`config.mk`:
```
export PLATFORM = sky130hd
export DESIGN_NAME = swervolf_panel_in
export DESIGN_NICKNAME = d
export VERILOG_FILES = /design/src/rtl/swervolf_panel_pkg.sv /design/src/rtl/swervolf_debounce_bit.sv /design/src/rtl/swervolf_panel_in.sv
export SDC_FILE = /design/constraint.sdc
export NUM_CORES = 1
export LEC_CHECK = 0
export ABC_AREA = 1
export BUFFER_PORTS_ARGS = -buffer_cell sky130_fd_sc_hd__buf_4
export CORE_MARGIN = 2
export CORE_UTILIZATION = 25
export CTS_BUF_LIST = sky130_fd_sc_hd__clkbuf_4 sky130_fd_sc_hd__clkbuf_8
export DETAILED_ROUTE_END_ITERATION = 16
export GPL_TIMING_DRIVEN = 0
export PLACE_DENSITY = 0.43
export SYNTH_ARGS = -nofsm -noshare
export SYNTH_HDL_FRONTEND = slang
export SYNTH_SLANG_ARGS = --single-unit
```
`constraint.sdc`:
```
create_clock -name clk -period 2.61 [get_ports clk]
set_clock_uncertainty 0.1 [all_clocks]
set_input_delay 0.1305 -clock clk [delete_from_list [all_inputs] [get_ports clk]]
set_output_delay 0.1305 -clock clk [all_outputs]
set_load 0.005 [all_outputs]
```
`src/rtl/swervolf_panel_pkg.sv`:
```
// Shared constants and sizing helpers for the SweRVolf front-panel input conditioner.
package swervolf_panel_pkg;

    localparam int unsigned PANEL_WIDTH        = 16;
    localparam int unsigned PANEL_TICK_DIV     = 5000;
    localparam int unsigned PANEL_STABLE_TICKS = 10;

    // Debounce counter width; the counter only ever holds 0..stable_ticks-1.
    function automatic int unsigned cnt_width(input int unsigned stable_ticks);
        return $clog2(stable_ticks + 1);
    endfunction

endpackage

```
`src/rtl/swervolf_debounce_bit.sv`:
```
// One panel input bit: synchroniser, tick-sampled debounce counter, stable level and edge pulses.
module swervolf_debounce_bit
    import swervolf_panel_pkg::*;
#(
    parameter int unsigned SYNC_STAGES  = 2,
    parameter int unsigned STABLE_TICKS = PANEL_STABLE_TICKS,
    parameter logic        RESET_BIT    = 1'b0
) (
    input  logic clk,
    input  logic rstn,
    input  logic i_raw,
    input  logic i_tick,
    output logic o_stable,
    output logic o_rise,
    output logic o_fall
);

    localparam int unsigned      CNT_W   = cnt_width(STABLE_TICKS);
    localparam logic [CNT_W-1:0] CNT_MAX = CNT_W'(STABLE_TICKS - 1);

    logic [SYNC_STAGES-1:0] r_sync;
    logic                   w_sync;
    logic [CNT_W-1:0]       r_cnt;
    logic                   r_stable;
    logic                   r_rise;
    logic                   r_fall;

    assign w_sync = r_sync[SYNC_STAGES-1];

    always_ff @(posedge clk or negedge rstn) begin
        if (!rstn) begin
            r_sync <= {SYNC_STAGES{RESET_BIT}};
        end else begin
            r_sync <= {r_sync[SYNC_STAGES-2:0], i_raw};
        end
    end

    // A mismatch must persist for STABLE_TICKS consecutive ticks; any match restarts the count.
    always_ff @(posedge clk or negedge rstn) begin
        if (!rstn) begin
            r_cnt    <= '0;
            r_stable <= RESET_BIT;
            r_rise   <= 1'b0;
            r_fall   <= 1'b0;
        end else begin
            r_rise <= 1'b0;
            r_fall <= 1'b0;
            if (i_tick) begin
                if (w_sync == r_stable) begin
                    r_cnt <= '0;
                end else if (r_cnt == CNT_MAX) begin
                    r_stable <= w_sync;
                    r_cnt    <= '0;
                    r_rise   <= w_sync;
                    r_fall   <= ~w_sync;
                end else begin
                    r_cnt <= r_cnt + CNT_W'(1);
                end
            end
        end
    end

    assign o_stable = r_stable;
    assign o_rise   = r_rise;
    assign o_fall   = r_fall;

endmodule

```
`src/rtl/swervolf_panel_in.sv`:
```
// Front-panel input conditioner: per-bit debounce, sticky W1C event flags and a level interrupt.
module swervolf_panel_in
    import swervolf_panel_pkg::*;
#(
    parameter int unsigned      WIDTH        = PANEL_WIDTH,
    parameter int unsigned      SYNC_STAGES  = 2,
    parameter int unsigned      TICK_DIV     = PANEL_TICK_DIV,
    parameter int unsigned      STABLE_TICKS = PANEL_STABLE_TICKS,
    parameter logic [WIDTH-1:0] RESET_VAL    = {WIDTH{1'b0}}
) (
    input  logic             clk,
    input  logic             rstn,
    input  logic [WIDTH-1:0] i_raw,
    input  logic [WIDTH-1:0] i_rise_en,
    input  logic [WIDTH-1:0] i_fall_en,
    input  logic [WIDTH-1:0] i_event_clr,
    output logic [WIDTH-1:0] o_stable,
    output logic [WIDTH-1:0] o_rise,
    output logic [WIDTH-1:0] o_fall,
    output logic [WIDTH-1:0] o_pending,
    output logic             o_irq
);

    localparam int unsigned      PRE_W   = $clog2(TICK_DIV);
    localparam logic [PRE_W-1:0] PRE_MAX = PRE_W'(TICK_DIV - 1);

    logic [PRE_W-1:0] r_pre;
    logic             w_tick;
    logic [WIDTH-1:0] w_set;
    logic [WIDTH-1:0] r_pending;

    assign w_tick = (r_pre == PRE_MAX);

    always_ff @(posedge clk or negedge rstn) begin
        if (!rstn) begin
            r_pre <= '0;
        end else if (w_tick) begin
            r_pre <= '0;
        end else begin
            r_pre <= r_pre + PRE_W'(1);
        end
    end

    for (genvar g = 0; g < WIDTH; g++) begin : g_bit
        swervolf_debounce_bit #(
            .SYNC_STAGES  (SYNC_STAGES),
            .STABLE_TICKS (STABLE_TICKS),
            .RESET_BIT    (RESET_VAL[g])
        ) u_db (
            .clk      (clk),
            .rstn     (rstn),
            .i_raw    (i_raw[g]),
            .i_tick   (w_tick),
            .o_stable (o_stable[g]),
            .o_rise   (o_rise[g]),
            .o_fall   (o_fall[g])
        );
    end

    assign w_set = (o_rise & i_rise_en) | (o_fall & i_fall_en);

    // A new event in the same cycle as its clear keeps the flag set.
    always_ff @(posedge clk or negedge rstn) begin
        if (!rstn) begin
            r_pending <= '0;
        end else begin
            r_pending <= (r_pending & ~i_event_clr) | w_set;
        end
    end

    assign o_pending = r_pending;
    assign o_irq     = |r_pending;

endmodule
```
Word level (Yosys, flattened, before mapping). Index checks and enable logic that the tools add are counted. W data, S select, Z words.

Multiply operators: 0. Divide/modulo/power cells: 0. Magnitude comparators: 0. Multiplexer cells: 129. Add/subtract/negate cells: 17. Equality and inequality tests: 33. Reduce and logical (&&, ||, !) cells: 17. Bitwise gates (word level): 38. Shift operators: 0.

Operators by type and width (number): $mux W4 (32); $mux W1 (96); $add A4 B1 Y4 const B (16); $eq A4 B4 Y1 const B (16); $and A16 B16 Y16 (3); $reduce_and A3 Y1 (16); $not A1 Y1 (32); $or A16 B16 Y16 (2); $eq A1 B1 Y1 (16); $not A16 Y16 (1); $reduce_or A16 Y1 (1); $add A13 B1 Y13 const B (1); $eq A13 B13 Y1 const B (1); $mux W13 (1).

Latch bits: 0. Output and inout bits: 65. RAM bits: 0. Register bits: 173. Input bits: 66. Memories kept: 0. Memory bits (read-only): 0.

Logic depth before layout (Yosys ltp).
Word-level depth: 4. Depth in mapped cells: 9. Depth with buffers taken out: 9.

Cells and area by module. A second synthesis with hierarchy kept.

Cell total of the unflattened synthesis: 897. Area total of the unflattened synthesis: 7657.3 um^2.

Modules (own cells, without submodules): swervolf_debounce_bit (times used 16, cells each 45, area each 389.1 um^2, seq. area each 225.2 um^2); swervolf_panel_in (times used 1, cells each 177, area each 1431.4 um^2, seq. area each 725.7 um^2).

Least setup slack after synthesis. OpenSTA, ideal clock, no wires.

Path type: reg-to-reg. From: register r_pre[0]. To: register g_bit[1].u_db.r_cnt[2]. Slack: 1122 ps. Data arrival time: 1267 ps. Cell stages (with the launch flop): 10. Clock period less this slack: 1488 ps. Library setup time: 121 ps. Cells stage by stage: dfrtp_1 ha_1 nand2_1 inv_2 nand2_2 nor2_8 nand2_4 buf_2 nand2_1 o21ai_1.

Longest elaborated chain between the ends: 1.

Ends and longest elaborated chain: from (decl) (line swervolf_panel_in.sv:27) `logic [PRE_W-1:0] r_pre;`; from (signal assigned) (line swervolf_panel_in.sv:40) `r_pre <= r_pre + PRE_W'(1);`; $eq A13 B13 Y1 (line swervolf_panel_in.sv:32) `assign w_tick = (r_pre == PRE_MAX);`; to (signal assigned) (line swervolf_debounce_bit.sv:57) `r_cnt <= r_cnt + CNT_W'(1);`; to (decl) (line swervolf_debounce_bit.sv:23) `logic [CNT_W-1:0] r_cnt;`.

Every way passes these cells. A chain may end at the register's enable or synchronous reset.

Final worst setup path.
From: register r_pre[0]. To: register g_bit[14].u_db.r_stable.

Longest elaborated chain between the ends: 2.

Ends and longest elaborated chain: $eq A13 B13 Y1 (line swervolf_panel_in.sv:32); $reduce_and A3 Y1 (no source line); to (signal assigned) (line swervolf_debounce_bit.sv:52) `r_stable <= w_sync;`; to (decl) (line swervolf_debounce_bit.sv:24) `logic r_stable;`.

Every way passes these cells.

==> metrics.csv <==
stage,metric,value,unit
run_status,status,"complete, no violations",
yosys,netlist.area_leader.share,52.1,%
drt,totalWireLength,22300,um
timing,drv_slew,0,
final_layout,area_growth,29.8,%
power_and_ir_drop,seqPwrFrac,54.5,%
worst_setup_path,worstSetupPathType,reg -> reg,
yosys,synthTopCellsByArea,"dfrtp_1, nand2_1, nand3_1",
power_and_ir_drop,p_comb_share,4.2,%
yosys,netlist_area,8320,um^2
yosys,syn_inst,925,
clocking,cts_sinks,173,
yosys,ys_ff_latch,173,
yosys,synth.distinct_cells,27,
worst_setup_path,slowest_stage,nor2_1,
final_layout,drive_above_1_share,21.3,%
clocking,clk_pin_slew,90,ps
timing,fmax,0.459,GHz
timing,min_period,2180,ps
drt,drcViolationCount,0,
clocking,cts_root_buf,clkbuf_8,
power_and_ir_drop,power_density,463,nW/um^2
clocking,cts_inserted_buffers,17,
worst_setup_path,start_kind,register,
final_layout,nets,1221,
worst_setup_path,critPathTopFamily,simple AND/OR/NAND/NOR gates,
die,start_util,25.5,%
power_and_ir_drop,ir_worst_vdd,0.259,mV
yosys,syn_nets,1022,
die,ios,131,
drt,ant_nets,0,
worst_setup_path,arrival,2420,ps
clocking,post_cts_buffers,0,
clocking,cts.path.max_buffers,2,
grt,grt-ovfl-total,0,
place,io_buffers,130,
yosys,async_flop_share,100,%
yosys,ys_warn_count,0,
grt,antenna_found_initial,0,
yosys,synth_top_area_cell,dfrtp_1,
worst_setup_path,crit_fanout,10,
worst_setup_path,crit_required,2860,ps
timing,finalSetupTns,0,ps
timing,grt_setup_unrepaired,no,
die,die_y,186,um
die,core.rowCount,66,
yosys,syn_avg_cell_area,8.99,um^2
worst_setup_path,cp-end-kind,register,
job,max_cap_viol_count,0,
timing,setup_viol,0,
place,dp_hpwl,15000,um
drt,viasPerCell,4.20,
drt,firstDrtPassIters,4,
power_and_ir_drop,leakagePower,5.59,nW
timing,hold_viol_final,0,
grt,globalRouteTotalUtil,13.4,%
worst_setup_path,cp_num_buf_inv,1,
yosys,synth_top_flop_cell,dfrtp_1,
drt,num_vias,6621,
timing,max_slew_margin,56.6,%
power_and_ir_drop,power_frac_clock,41.4,%
final_layout,final_cell_mix,"nand2_1, buf_4, dfrtp_1",
power_and_ir_drop,sw_frac_of_total,22.0,%
worst_setup_path,max_stage_delay,530,ps
grt,grt_max_degree,101,
worst_setup_path,reg2reg_slack,430,ps
power_and_ir_drop,power.total,5.00,mW
hold_path,hp-class,in -> async,
die,die_w,186,um
place,globalplace.congestion,0.777,
grt,grt_pass1_wl,36400,um
final_layout,fill_cells,3395,
drt,drt-initial-drc-count,357,
power_and_ir_drop,p_switching,1.10,mW
worst_setup_path,crit_path_cell_trace,"ha_1, nand3_1, nor2_1, buf_2, nand4_1, nand2_1, nand2_1",
clocking,h-tree-depth,4,
timing,worst_pin_slew,648,ps
yosys,synth_edf_count,0,
die,dieArea,34700,um^2
die,core_area,32600,um^2
timing,period_share,83.4,%
final_layout,final_common_cell,nand2_1,
clocking,clk-insertion-delay-late,470,ps
power_and_ir_drop,p_int,3.90,mW
clocking,cts_tree,yes,
final_layout,diodes,0,
yosys,yosysSeqAreaShare,52.1,%
worst_setup_path,worst_path_most_repeated_cell,nand2_1,
grt,first_global_vias,6697,
drt,avgRoutedWirePerCell,14.1,um
what timing repair did:
action,in CTS,in global routing
endpoints found under the hold margin,105,0
setup endpoints to repair,1,0
hold buffers,49,0
resized for setup,1,0
cell usage after synthesis, types with 2 or more instances:
library cell and instances:
nand3_1 95, nand2_1 191, o211ai_1 16, xor2_1 29, o21ai_0 19, a21oi_1 3
nor2_1 118, xnor2_1 14, dfrtp_1 173, o21ai_1 14, inv_2 7, inv_1 81
nor4_1 4, buf_2 10, buf_4 51, ha_1 31, nor3_1 2, nand4_1 51
buf_6 8
through the flow:
stage	std cells	cell area (um^2)	utilization, %	hold slack, ps	setup WS (ps)
CTS	1576	10800	33.1	121	326
finish	1576	10800	33.1	109	434
global route	1576	10800	33.1	161	264
floorplan	925	8320	-	-265	1120
global placement	1497	9850	30.2	140	62.5
detailed placement	1498	9880	30.3	46.6	459
path summary, 6_finish.rpt:
path                                           end                     from  cells past startpoint
hold reg to reg            g_bit[8].u_db.r_sync[1]  g_bit[8].u_db.r_sync[0]                      0
max in group asynchronous   g_bit[4].u_db.r_cnt[0]                     rstn                      3
setup / recovery           g_bit[14].u_db.o_stable                 r_pre[0]                      7
min in group clk           g_bit[0].u_db.r_sync[0]                 i_raw[0]                      2
hold / removal             g_bit[9].u_db.r_sync[0]                     rstn                      2
setup reg to reg           g_bit[14].u_db.o_stable                 r_pre[0]                      7
metal layers:
| layer | routed length, um | GRT usage, % | part of all wire, % |
|---|---|---|---|
| met5 | 0 | 0 | 0 |
| met4 | 202 | 3.26 | 0.91 |
| met3 | 634 | 2.61 | 2.8 |
| met2 | 11100 | 23.5 | 50 |
| met1 | 10300 | 16.8 | 46 |
cell families after synthesis:
kind of cell / count (synthesis) / synth area share, %
simple gates: 469 / 24.9
buf+inv: 157 / 10.3
xor+xnor: 43 / 4.53
flops: 173 / 52.1
compound gates: 52 / 3.61
fa+ha+maj: 31 / 4.66
flip-flops by register name (all words and copies together) (netlist names):
register,count
g_bit.u_db.o_fall,16
r_pre,13
g_bit.u_db.r_cnt,64
g_bit.u_db.r_sync,32
o_pending,16
g_bit.u_db.o_rise,16
g_bit.u_db.o_stable,16
area by class of cell:
cell class / count / area, um^2 / area share, %
clock buffers: 22 / 278 / 2.57
multi-input cells: 595 / 3140 / 29.1
plain buffers: 69 / 523 / 4.84
flip-flops and latches: 173 / 4330 / 40.1
well taps: 442 / 553 / 5.12
inverters: 88 / 330 / 3.06
clock inverters: 7 / 140 / 1.30
repair buffers: 180 / 1500 / 13.9
power groups by stage:
stage               logic, mW  clock network, mW  registers (mW)
global placement        0.167                  0            2.78
finish                  0.208               2.07            2.72
detailed placement      0.175                  0            2.78
CTS                     0.216               2.17            2.72
global route            0.236               2.28            2.73
floorplan              0.0269                  0            2.77
(Power assumes the default switching activity.)
